<file path="src/rtl/ex_stage.sv">
// ex_stage -- execute stage of a 5-stage MIPS-style pipeline.
// It computes the ALU, shift and HI/LO-move results in a single cycle.
// It also owns the architectural HI/LO registers.
// An optional multi-cycle restoring divider (DIV/DIVU) is built only when the
// macro EX_STAGE_DIV_EN is defined. Without it, the divide opcodes behave as
// NOPs and stallreq_o stays low.
module ex_stage (
  input  logic        clk,
  input  logic        rst,
  input  logic [7:0]  aluop_i,
  input  logic [31:0] reg1_i,
  input  logic [31:0] reg2_i,
  input  logic [4:0]  shamt_i,
  input  logic [4:0]  wd_i,
  input  logic        wreg_i,
  input  logic        cancel_i,
  output logic [4:0]  wd_o,
  output logic [31:0] wdata_o,
  output logic        wreg_o,
  output logic        stallreq_o,
  output logic [31:0] hi_o,
  output logic [31:0] lo_o
);

  localparam logic [7:0] OP_AND  = 8'h24;
  localparam logic [7:0] OP_OR   = 8'h25;
  localparam logic [7:0] OP_XOR  = 8'h26;
  localparam logic [7:0] OP_NOR  = 8'h27;
  localparam logic [7:0] OP_ADDU = 8'h21;
  localparam logic [7:0] OP_SUBU = 8'h23;
  localparam logic [7:0] OP_SLT  = 8'h2A;
  localparam logic [7:0] OP_SLTU = 8'h2B;
  localparam logic [7:0] OP_SLL  = 8'h7C;
  localparam logic [7:0] OP_SRL  = 8'h02;
  localparam logic [7:0] OP_SRA  = 8'h03;
  localparam logic [7:0] OP_MFHI = 8'h10;
  localparam logic [7:0] OP_MFLO = 8'h12;
  localparam logic [7:0] OP_MTHI = 8'h11;
  localparam logic [7:0] OP_MTLO = 8'h13;
`ifdef EX_STAGE_DIV_EN
  localparam logic [7:0] OP_DIV  = 8'h1A;
  localparam logic [7:0] OP_DIVU = 8'h1B;
`endif

  logic [31:0] hi_q, hi_d;
  logic [31:0] lo_q, lo_d;
  logic [31:0] alu_res;
  logic        alu_wr;

  // Divider interface to the HI/LO update logic and to pipeline control.
  logic        div_wr;
  logic [31:0] div_lo;
  logic [31:0] div_hi;
  logic        div_stall;

  // Single-cycle result selection; opcodes that write no GPR leave alu_wr low.
  always_comb begin
    // NOTE: every output of a combinational block gets a default first; otherwise an unlisted case infers a latch.
    alu_res = '0;
    alu_wr  = 1'b0;
    case (aluop_i)
      OP_AND:  begin alu_res = reg1_i & reg2_i;    alu_wr = 1'b1; end
      OP_OR:   begin alu_res = reg1_i | reg2_i;    alu_wr = 1'b1; end
      OP_XOR:  begin alu_res = reg1_i ^ reg2_i;    alu_wr = 1'b1; end
      OP_NOR:  begin alu_res = ~(reg1_i | reg2_i); alu_wr = 1'b1; end
      OP_ADDU: begin alu_res = reg1_i + reg2_i;    alu_wr = 1'b1; end
      OP_SUBU: begin alu_res = reg1_i - reg2_i;    alu_wr = 1'b1; end
      OP_SLT: begin
        alu_res = {31'b0, ($signed(reg1_i) < $signed(reg2_i))};
        alu_wr  = 1'b1;
      end
      OP_SLTU: begin
        alu_res = {31'b0, (reg1_i < reg2_i)};
        alu_wr  = 1'b1;
      end
      OP_SLL:  begin alu_res = reg2_i << shamt_i;  alu_wr = 1'b1; end
      OP_SRL:  begin alu_res = reg2_i >> shamt_i;  alu_wr = 1'b1; end
      OP_SRA:  begin alu_res = $signed(reg2_i) >>> shamt_i; alu_wr = 1'b1; end
      OP_MFHI: begin alu_res = hi_q;               alu_wr = 1'b1; end
      OP_MFLO: begin alu_res = lo_q;               alu_wr = 1'b1; end
      default: ;
    endcase
  end

  // Outputs to the memory stage are forced quiet while reset is held.
  always_comb begin
    wd_o       = 5'd0;
    wdata_o    = 32'd0;
    wreg_o     = 1'b0;
    stallreq_o = 1'b0;
    if (!rst) begin
      wd_o       = wd_i;
      wdata_o    = alu_res;
      wreg_o     = wreg_i & alu_wr;
      stallreq_o = div_stall;
    end
  end

  // Next HI/LO: a move-to instruction, or a finished divide, takes effect at the edge.
  always_comb begin
    hi_d = hi_q;
    lo_d = lo_q;
    if (aluop_i == OP_MTHI) hi_d = reg1_i;
    if (aluop_i == OP_MTLO) lo_d = reg1_i;
    if (div_wr) begin
      hi_d = div_hi;
      lo_d = div_lo;
    end
  end

  // Architectural HI/LO registers.
  always_ff @(posedge clk) begin
    // NOTE: sequential state uses non-blocking assignments so all registers sample pre-edge values.
    if (rst) begin
      hi_q <= '0;
      lo_q <= '0;
    end else begin
      hi_q <= hi_d;
      lo_q <= lo_d;
    end
  end

  assign hi_o = hi_q;
  assign lo_o = lo_q;

`ifdef EX_STAGE_DIV_EN
  typedef enum logic [1:0] {
    DIV_IDLE = 2'd0,
    DIV_BUSY = 2'd1,
    DIV_DONE = 2'd2
  } div_state_e;

  div_state_e  state_q;
  logic [5:0]  cnt_q;
  logic [31:0] quo_q;      // dividend magnitude shifting out, quotient shifting in
  logic [31:0] rem_q;      // partial remainder
  logic [31:0] dvs_q;      // divisor magnitude
  logic        neg_quo_q;
  logic        neg_rem_q;

  logic        is_div;
  logic        is_signed;
  logic [31:0] mag_a;
  logic [31:0] mag_b;
  logic [32:0] shifted;
  logic [33:0] trial;

  assign is_div    = (aluop_i == OP_DIV) || (aluop_i == OP_DIVU);
  assign is_signed = (aluop_i == OP_DIV);
  assign mag_a     = (is_signed && reg1_i[31]) ? -reg1_i : reg1_i;
  assign mag_b     = (is_signed && reg2_i[31]) ? -reg2_i : reg2_i;

  // One restoring step: shift in the next dividend bit, subtract if it fits.
  assign shifted = {rem_q, quo_q[31]};
  assign trial   = {1'b0, shifted} - {2'b00, dvs_q};

  // Divider control and datapath; cancel and reset both abandon the operation.
  always_ff @(posedge clk) begin
    // NOTE: only control state is reset; datapath registers are always loaded before they are read.
    if (rst) begin
      state_q <= DIV_IDLE;
      cnt_q   <= '0;
    end else if (cancel_i) begin
      state_q <= DIV_IDLE;
      cnt_q   <= '0;
    end else begin
      case (state_q)
        DIV_IDLE: begin
          if (is_div) begin
            if (reg2_i == 32'd0) begin
              quo_q     <= '0;
              rem_q     <= '0;
              neg_quo_q <= 1'b0;
              neg_rem_q <= 1'b0;
              state_q   <= DIV_DONE;
            end else begin
              quo_q     <= mag_a;
              rem_q     <= '0;
              dvs_q     <= mag_b;
              neg_quo_q <= is_signed & (reg1_i[31] ^ reg2_i[31]);
              neg_rem_q <= is_signed & reg1_i[31];
              cnt_q     <= '0;
              state_q   <= DIV_BUSY;
            end
          end
        end
        DIV_BUSY: begin
          quo_q <= {quo_q[30:0], ~trial[33]};
          rem_q <= trial[33] ? shifted[31:0] : trial[31:0];
          cnt_q <= cnt_q + 6'd1;
          if (cnt_q == 6'd31) state_q <= DIV_DONE;
        end
        DIV_DONE: state_q <= DIV_IDLE;
        default:  state_q <= DIV_IDLE;
      endcase
    end
  end

  // Stall covers the accepting IDLE cycle plus every BUSY cycle, never DONE.
  always_comb begin
    div_stall = 1'b0;
    if (!cancel_i) begin
      case (state_q)
        DIV_IDLE: div_stall = is_div;
        DIV_BUSY: div_stall = 1'b1;
        default:  div_stall = 1'b0;
      endcase
    end
  end

  assign div_wr = (state_q == DIV_DONE) && !cancel_i;
  assign div_lo = neg_quo_q ? -quo_q : quo_q;
  assign div_hi = neg_rem_q ? -rem_q : rem_q;
`else
  logic unused_cancel;

  assign unused_cancel = cancel_i;
  assign div_stall     = 1'b0;
  assign div_wr        = 1'b0;
  assign div_lo        = '0;
  assign div_hi        = '0;
`endif

endmodule
</file>
<file path="config.mk">
export PLATFORM = sky130hd
export DESIGN_NAME = ex_stage
export DESIGN_NICKNAME = d
export VERILOG_FILES = /design/src/rtl/ex_stage.sv
export SDC_FILE = /design/constraint.sdc
export NUM_CORES = 1
export LEC_CHECK = 0
export ABC_AREA = 1
export ABC_CLOCK_PERIOD_IN_PS = 1890
export CAP_MARGIN = 20
export CELL_PAD_IN_SITES_DETAIL_PLACEMENT = 1
export CELL_PAD_IN_SITES_GLOBAL_PLACEMENT = 1
export CORE_ASPECT_RATIO = 2
export CORE_MARGIN = 3
export CORE_UTILIZATION = 34
export CTS_BUF_LIST = sky130_fd_sc_hd__clkbuf_8
export CTS_CLUSTER_DIAMETER = 30
export DETAILED_ROUTE_END_ITERATION = 6
export HOLD_SLACK_MARGIN = 0.12
export PLACE_DENSITY = 0.88
export SETUP_SLACK_MARGIN = 0.05
export SLEW_MARGIN = 5
export SYNTH_ARGS = -nofsm -noshare
export SYNTH_HDL_FRONTEND = slang
export SYNTH_SLANG_ARGS = --single-unit
</file>
<file path="constraint.sdc">
create_clock -name clk -period 1.89 [get_ports clk]
set_input_delay 0.189 -clock clk [delete_from_list [all_inputs] [get_ports clk]]
set_output_delay 0.189 -clock clk [all_outputs]
set_load 0.005 [all_outputs]
</file>
==> results.ini, run 1 <==
[status]
status=did not finish
lastStage=global routing (5_1_grt)
tool.error=[ERROR GRT-0116] Global routing finished with congestion. Check the congestion regions in the DRC Viewer.

[synthesis]
synth_edf_count=0
syn-num-nets=2778
async_reset_ff_share_pct=0
syn_avg_cell_area_um2=5.08
synth_ff_type=dfxtp_1
ys_seq_area_share_pct=9.74
syn_inst=2591
synth_cell_type_count=38
synth_area_um2=13200
ys_seq_elements=64
ys_warn_count=0

[global_routing]
grt_pass1_vias=36800
grt_max_degree=41
grt_overflow=1665
grt_use_total_pct=89.7
grt_pass1_wl_mm=293

[clock_tree]
cts_sinks=64
cts_htree_levels=3
cts_buffers=9
cts_buffer_depth=2
cts_root_buf=clkbuf_8

[floorplan]
fp-row-count=101
io_pins=189
die_h_um=284
initial_core_util_pct=34.6
die_w_um=145

[placed_design]
gp_congestion=1.16
dp_hpwl_mm=84.4
place_inst=3757
port_buffers=186

==> metrics by stage <==
step | instance area (µm²) | worst slack (ns)
floorplan | 13200 | 0.0278
global placement | 19700 | -1.56
detailed placement | 19700 | -1.89
CTS | 25900 | -0.548
==> layer usage <==
metal  overflow  track usage (%)
met5          3             35.0
met4        456             95.6
met3         20             72.9
met2       1164              110
met1         22             85.3
==> kinds of logic after synthesis <==
family          after synthesis  synth area share (%)
other cells                   1                0.0285
simple gates               1626                  52.7
fa+ha+maj                   101                  9.72
compound gates              337                  14.1
buf+inv                     462                  13.7
flops                        64                  9.74
==> timing repair <==
item,4_1_cts
gates cloned,8
pin swaps,347
buffers inserted,181
setup endpoints to repair,77
endpoints found under the hold margin,2
hold buffers,2
resized for setup,1792
==> Yosys cell counts, types with 2 or more instances <==
master / count / area share [%]
fa_1: 2 / 0.30
nand2_2: 4 / 0.19
o21bai_1: 10 / 0.57
nor2_1: 242 / 6.9
o22ai_1: 9 / 0.43
a21oi_1: 141 / 5.4
and3_1: 2 / 0.095
nor3_1: 19 / 0.72
buf_1: 17 / 0.49
buf_2: 25 / 0.95
nor4_1: 2 / 0.095
nor2_2: 10 / 0.48
nor2_4: 6 / 0.51
inv_2: 7 / 0.20
nand4_1: 41 / 1.9
o21ai_0: 131 / 5.0
or2_2: 3 / 0.14
clkbuf_1: 72 / 2.1
o2111ai_1: 3 / 0.20
a31oi_1: 4 / 0.19
and2_1: 12 / 0.57
nand3b_1: 7 / 0.40
clkinv_1: 3 / 0.086
o221ai_1: 4 / 0.27
nand2_1: 847 / 24
inv_1: 328 / 9.4
buf_4: 9 / 0.51
dfxtp_1: 64 / 9.7
nand3_1: 429 / 16
o211ai_1: 32 / 1.8
ha_1: 99 / 9.4
==> inputs of run 2 (changes only) <==
- ABC_CLOCK_PERIOD_IN_PS: 1890 -> 2500
- CELL_PAD_IN_SITES_DETAIL_PLACEMENT: 1 -> unset
- CELL_PAD_IN_SITES_GLOBAL_PLACEMENT: 1 -> unset
- CORE_ASPECT_RATIO: 2 -> unset
- CORE_UTILIZATION: 34 -> 35
- CTS_BUF_LIST: sky130_fd_sc_hd__clkbuf_8 -> unset
- CTS_CLUSTER_DIAMETER: 30 -> unset
- HOLD_SLACK_MARGIN: 0.12 -> unset
- PLACE_DENSITY: 0.88 -> unset
- PLACE_DENSITY_LB_ADDON: unset -> 0.15
- SETUP_SLACK_MARGIN: 0.05 -> unset
- clock period: 1.89 -> 2.5 ns (I/O delays scaled with it)
==> run 2 against run 1 <==
  * The flow now finishes, with violations (DRC, setup timing)
  * Synthesized cell count stayed put
  * Synthesized area stayed put
==> results.ini, run 2 <==
[synthesis]
ys_seq_elements=64  ; unchanged
async_reset_ff_share_pct=0  ; unchanged
synth.area.top_cells=nand2_1, nand3_1, dfxtp_1, ha_1, inv_1
synth_compound_area_share_pct=14.1  ; unchanged
synth_ff_type=dfxtp_1
synth_top_family_by_area=simple AND/OR/NAND/NOR gates
synth.mux.area_fraction_pct=0  ; unchanged
syn-num-nets=2778  ; unchanged
ys_seq_area_share_pct=9.74  ; unchanged
synthSimpleGateAreaFrac_pct=52.7  ; unchanged
synth_edf_count=0  ; unchanged
syn_inst=2591  ; unchanged
yosysMostFrequentCell=nand2_1
synth_cell_type_count=38  ; unchanged
synth_xor_area_share_pct=0  ; unchanged
synth_top_area_cell=nand2_1
syn_avg_cell_area_um2=5.08  ; unchanged
synth_commonest_cells=nand2_1, nand3_1, inv_1
ys_warn_count=0  ; unchanged
synth_area_um2=13200  ; unchanged
yosysTopAreaCellShare_pct=24.2  ; unchanged
synthAdderAreaFrac_pct=9.72  ; unchanged

[setup_path]
cp_data_required_time_ns=2.25
r2r_end=hi_o[21]
path_class=primary input to output port
startpoint_type=primary input
crit_start=reg2_i[0]
worstSetupEndpoint=wdata_o[14]
r2r-start=hi_o[21]
critPathMaxFanout=3
end_kind=output port
reg2reg_depth=2
reg2reg_slack_ns=1.66
arrival_ns=2.31

[clock_tree]
hold_buffers=0  ; -2
cts_htree_levels=3  ; unchanged
cts_tree=yes
cts_buffers=9  ; unchanged
path_clk_slew_ns=0.05
cts_buffer_depth=2  ; unchanged
cts_sinks=64  ; unchanged
worst_skew_pair.late_latency_ns=0.34
cts_root_buf=clkbuf_16

[hold_path]
hp-class=primary input to register
hold_depth=4

[global_routing]
grt_use_total_pct=42.6
antenna_found_initial=0
grt_pass1_wl_mm=128
grt_overflow=0
grt_max_degree=65
grt_pass1_vias=20900

[status]
status=complete, but fails checks
violations=DRC, setup timing

[sta]
finalClockSkew_ns=0
post-route-min-period_ns=2.56
max_freq_ghz=0.391
worst_pin_slew_ns=0.607
finalCritPeriodShare_pct=102
slew_viol_final=0
rsz0062_at_grt=yes
setup_viol=8
relSlewSlack_pct=59.3
hold_viol=0
fin_ws_ns=-0.0565

[placed_design]
gp_congestion=1.12  ; -3.4%
dp_slack_ns=-1.21  ; +0.687 ns
port_buffers=186  ; unchanged
place_area_um2=20100  ; +1.7%
dp_hpwl_mm=71.5  ; -15%

[power_and_ir_drop]
finalPower_w=0.00680
peakVddDrop_v=0.000429
power_density_nw_per_um2=278
leakage_nw=12.5

[routing]
viasPerCell=5.78
route.detailed.drc=21
drtPass1Iterations=7
vias=22500
wl_per_cell_um=23.4
dr.first_iter.drc_count=2976
totalWireLength_mm=91.0
postRouteAntennaNets=0

[floorplan]
dieArea_um2=39900
fp-row-count=70  ; -31%
coreArea_um2=36800
die_w_um=200  ; +38%
io_pins=189  ; unchanged
die_h_um=200  ; -30%
initial_core_util_pct=35.8  ; +1.2 points

[cells_and_area]
synthToLayoutAreaGrowth_pct=86.0
stdcell_area_um2=24500
drive_gt1_share_pct=46.8
final_cell_mix=buf_4, nand2_1, nand3_1
final_common_cell=buf_4
fin_nets=3606

[run]
cap_violations=0

[run 2: what timing repair did]
action / in CTS / in global routing
cloned: 2 / 2
endpoints found under the setup margin: 33 / 32
gates resized for setup: 928 / 467
pin swaps: 195 / 232
buffers inserted: 93 / 39
[run 2: critical path: stages]
cell     delay (ns)
buf_8          0.10
ha_4           0.14
inv_2          0.04
fa_2           0.36
inv_4          0.09
nand4_1        0.21
nand2_4        0.23
buf_6          0.12
nand2_1        0.07
buf_4          0.14
a21oi_2        0.14
o21ai_2        0.07
nor2_1         0.15
nor2_1         0.05
buf_2          0.14
[run 2: worst min-delay path by stage]
stage,slack (ns),endpoint,start
2_1_floorplan,0.42,hi_o[10],reg1_i[10]
3_3_place_gp,0.55,hi_o[24],hi_o[24]
5_1_grt,0.33,lo_o[10],reg1_i[10]
4_1_cts,0.34,hi_o[1],reg1_i[1]
6_report,0.31,hi_o[11],reg1_i[11]
3_5_place_dp,0.56,lo_o[10],lo_o[10]
[run 2: per-stage QoR]
step / utilization, % / hold slack (ns) / cells / setup TNS [ns]
5_1_grt: 66.5 / 0.331 / 3892 / -1.15
4_1_cts: 62.5 / 0.336 / 3856 / -0.302
2_1_floorplan: - / 0.423 / 2591 / 0
3_3_place_gp: 54.6 / 0.550 / 3753 / -31.29
6_report: 66.5 / 0.308 / 3893 / -0.265
3_5_place_dp: 54.6 / 0.559 / 3753 / -31.47
[run 2: power breakdown]
group / internal [W] / switching [W] / leakage, nW
Combinational: 0.00183 / 0.00246 / 11.8
Clock: 0.00101 / 0.000478 / 0.169
Sequential: 0.00102 / 0.00000481 / 0.516
[run 2: final cells by class]
| type | count | area [µm²] |
|---|---|---|
| repair buffers | 941 | 7800 |
| flip-flops and latches | 64 | 1280 |
| diodes | 1 | 2.50 |
| well taps | 468 | 586 |
| fillers | 3341 | 12300 |
| inverters | 338 | 1320 |
| multi-input cells | 2065 | 13100 |
| clock inverters | 6 | 115 |
| clock buffers | 10 | 239 |
[run 2: cell families after synthesis]
kind of cell / Yosys count
flops: 64
buf+inv: 462
fa+ha+maj: 101
other cells: 1
simple gates: 1626
compound gates: 337
[run 2: metal layers]
metal | track usage [%] | up-vias | wire length [µm]
met3 | 10.2 | 370 | 11500
met4 | 25.4 | 0 | 7490
met5 | 0 | - | 0
met2 | 61.5 | 1706 | 36100
met1 | 57.6 | 10400 | 35900
li1 | - | 10100 | -
Note: power is estimated with default switching activity, not from simulation.
==> edit: new RTL, config.mk and constraints of run 2 <==
Take the reset off `lo_q` and load it in a clocked block of its own.
--- a/src/rtl/ex_stage.sv
+++ b/src/rtl/ex_stage.sv
@@ -113,11 +113,13 @@
     // NOTE: sequential state uses non-blocking assignments so all registers sample pre-edge values.
     if (rst) begin
       hi_q <= '0;
-      lo_q <= '0;
     end else begin
       hi_q <= hi_d;
-      lo_q <= lo_d;
-    end
+    end
+  end
+
+  always_ff @(posedge clk) begin
+    lo_q <= lo_d;
   end
 
   assign hi_o = hi_q;
Check against the original RTL: not equivalent (Yosys sat finds a counterexample within 4 cycles, from zero or initial values and one cycle with rst high).
==> edit against run 2 <==
  * Area after synthesis increased by 1.3%
  * The flow still finishes with violations (design-rule violations, negative setup slack)
  * Global-route usage decreased by 2.3 points
  * Sequential cell count unchanged
  * Via count decreased by 4.5%
  * Count of clock-buffer cells in the layout unchanged
  * Non-clock buffer count decreased by 11
  * Maximum frequency increased by 1.2%
  * Die area increased by 1.3%
  * Largest cell class unchanged
  * Total power decreased by 1.2%
  * Wire length decreased by 3.6%
  * Largest power group unchanged
  * Sequential share of layout area increased by 1.3 points
  * Cell area increased by 0.77%
  * Setup slack improved by 30 ps
==> edit: results (changes against run 2) <==
Final setup violation count 3 (-5); NetSw 0.00298 W (+1.4%); vias per cell 5.52 (-4.6%); dpl hpwl 69.6 mm (-2.8%); max incr delay on CP 400 ps (+40 ps); Max VDD drop 0.358 mV (-17%); final-stage net count 3575 (-0.86%); top cells by count, synth nand2_1 (858), nand3_1 (421), inv_1 (336), nor2_1 (263), a21oi_1 (108); Synth Net Count 2745 (-1.2%); CTS clock-pin slew for the worst setup and hold paths 70 ps (+20 ps); Post-synth EDFFs 32 (+32); placed cells 3742 (-0.29%); dominant cells by area after synthesis nand2_1 (24%), nand3_1 (16%), inv_1 (9.5%); worst reg2reg path startpoint hi_o[31]; Avg Cell Area, Syn 5.21 sq um (+2.6%); violated checks design-rule violations, negative setup slack; Synth Area in XOR/XNOR 0.131% (+0.13 points); Critical Path AT 2280 ps (-30 ps); GPL Wtd Cong 1.05 (-5.7%); GRT Total Usage 40.3% (-2.3 points); Iter 0 DRT Violations 2734 (-8.1%); routed length per placed instance 22.5 microns (-3.7%); worst setup margin -26.1 ps (+30.4 ps); Post-Synth Adder-Cell Area 9.60% (-0.13 points); first-pass GRT wire length 123 mm (-3.6%); Hold Crit Depth 1 (-3); worst hold slack 82.7 ps (-226 ps); R2R Setup Slk 1650 ps; Worst-Skew Late Latency 370 ps (+30 ps); share of cells above drive strength 1 46.1% (-0.66 points); Finished Layout Cells 3897 (+0.10%); number of distinct library cells after synthesis 44 (+16%); reg2reg end hi_o[31]; status finished, violations left; Synth Flop Type edfxtp_1; Seq/Total Area, Yosys 12.0% (+2.3 points); Overall Power 0.00671 W (-1.2%); R2R depth 2 (unchanged); Hold Crit Start reg1_i[0]; Final TNS setup -57.9 ps (+207 ps); Post-route DRC 3 (-86%); ant diodes 0 (-1); post-synthesis compound-gate area fraction 11.0% (-3.1 points); vias in the first global route 20164 (-3.7%); hold path endpoint lo_o[0]; seq pwr 0.00111 W (+8%); Comb pwr share 62.3% (-0.7 points)
edit: cell types whose count changed in the layout (fill, tap and decap cells not counted), moves of 22 or more:
| cell | delta |
|---|---|
| a21oi_1 | -32 |
| buf_4 | -24 |
| dfxtp_1 | -32 |
| edfxtp_1 | +32 |
| nor2_1 | +22 |
| o21ai_0 | -27 |
edit: worst max-delay path by stage:
| stage | startpoint | to | slack [ps] |
|---|---|---|---|
| CTS | reg1_i[0] | wdata_o[14] | -70 |
| global placement | reg2_i[14] | wdata_o[20] | -1170 |
| finish | reg1_i[0] | wdata_o[10] | -30 |
| detailed placement | reg2_i[0] | wdata_o[18] | -1170 |
| floorplan | aluop_i[7] | lo_o[0] | 80 |
| global route | reg1_i[0] | wdata_o[22] | -110 |
edit: per-stage QoR:
| stage | setup slack, ps | cell area [sq um] |
|---|---|---|
| CTS | -73.8 | 23200 |
| finish | -26.1 | 24700 |
| global placement | -1170 | 20200 |
| global route | -114 | 24700 |
| detailed placement | -1170 | 20200 |
| floorplan | 80.4 | 13300 |
edit: timing repair:
action,CTS,global route
gates cloned,1,2
endpoints found under the setup margin,33,32
setup buffers,102,42
gates resized for setup,928,448
pin swaps,203,206
hold buffers,0,0
edit: layer usage:
layer	share of wire, %	wire length [microns]	global-route usage (%)	vias up
li1	-	-	-	9878
met1	40	35500	53.9	10129
met2	43	38100	62.3	1244
met3	11	9360	8.23	254
met4	5.4	4780	18.8	0
met5	0	0	0	-
edit: area by class of cell:
class / instances / area [sq um]
multi-input cells: 2030 / 12800
fillers: 3341 / 12400
repair buffers: 930 / 7900
flip-flops and latches: 64 / 1600
inverters: 353 / 1430
well taps: 504 / 631
clock buffers: 10 / 239
clock inverters: 6 / 67.6
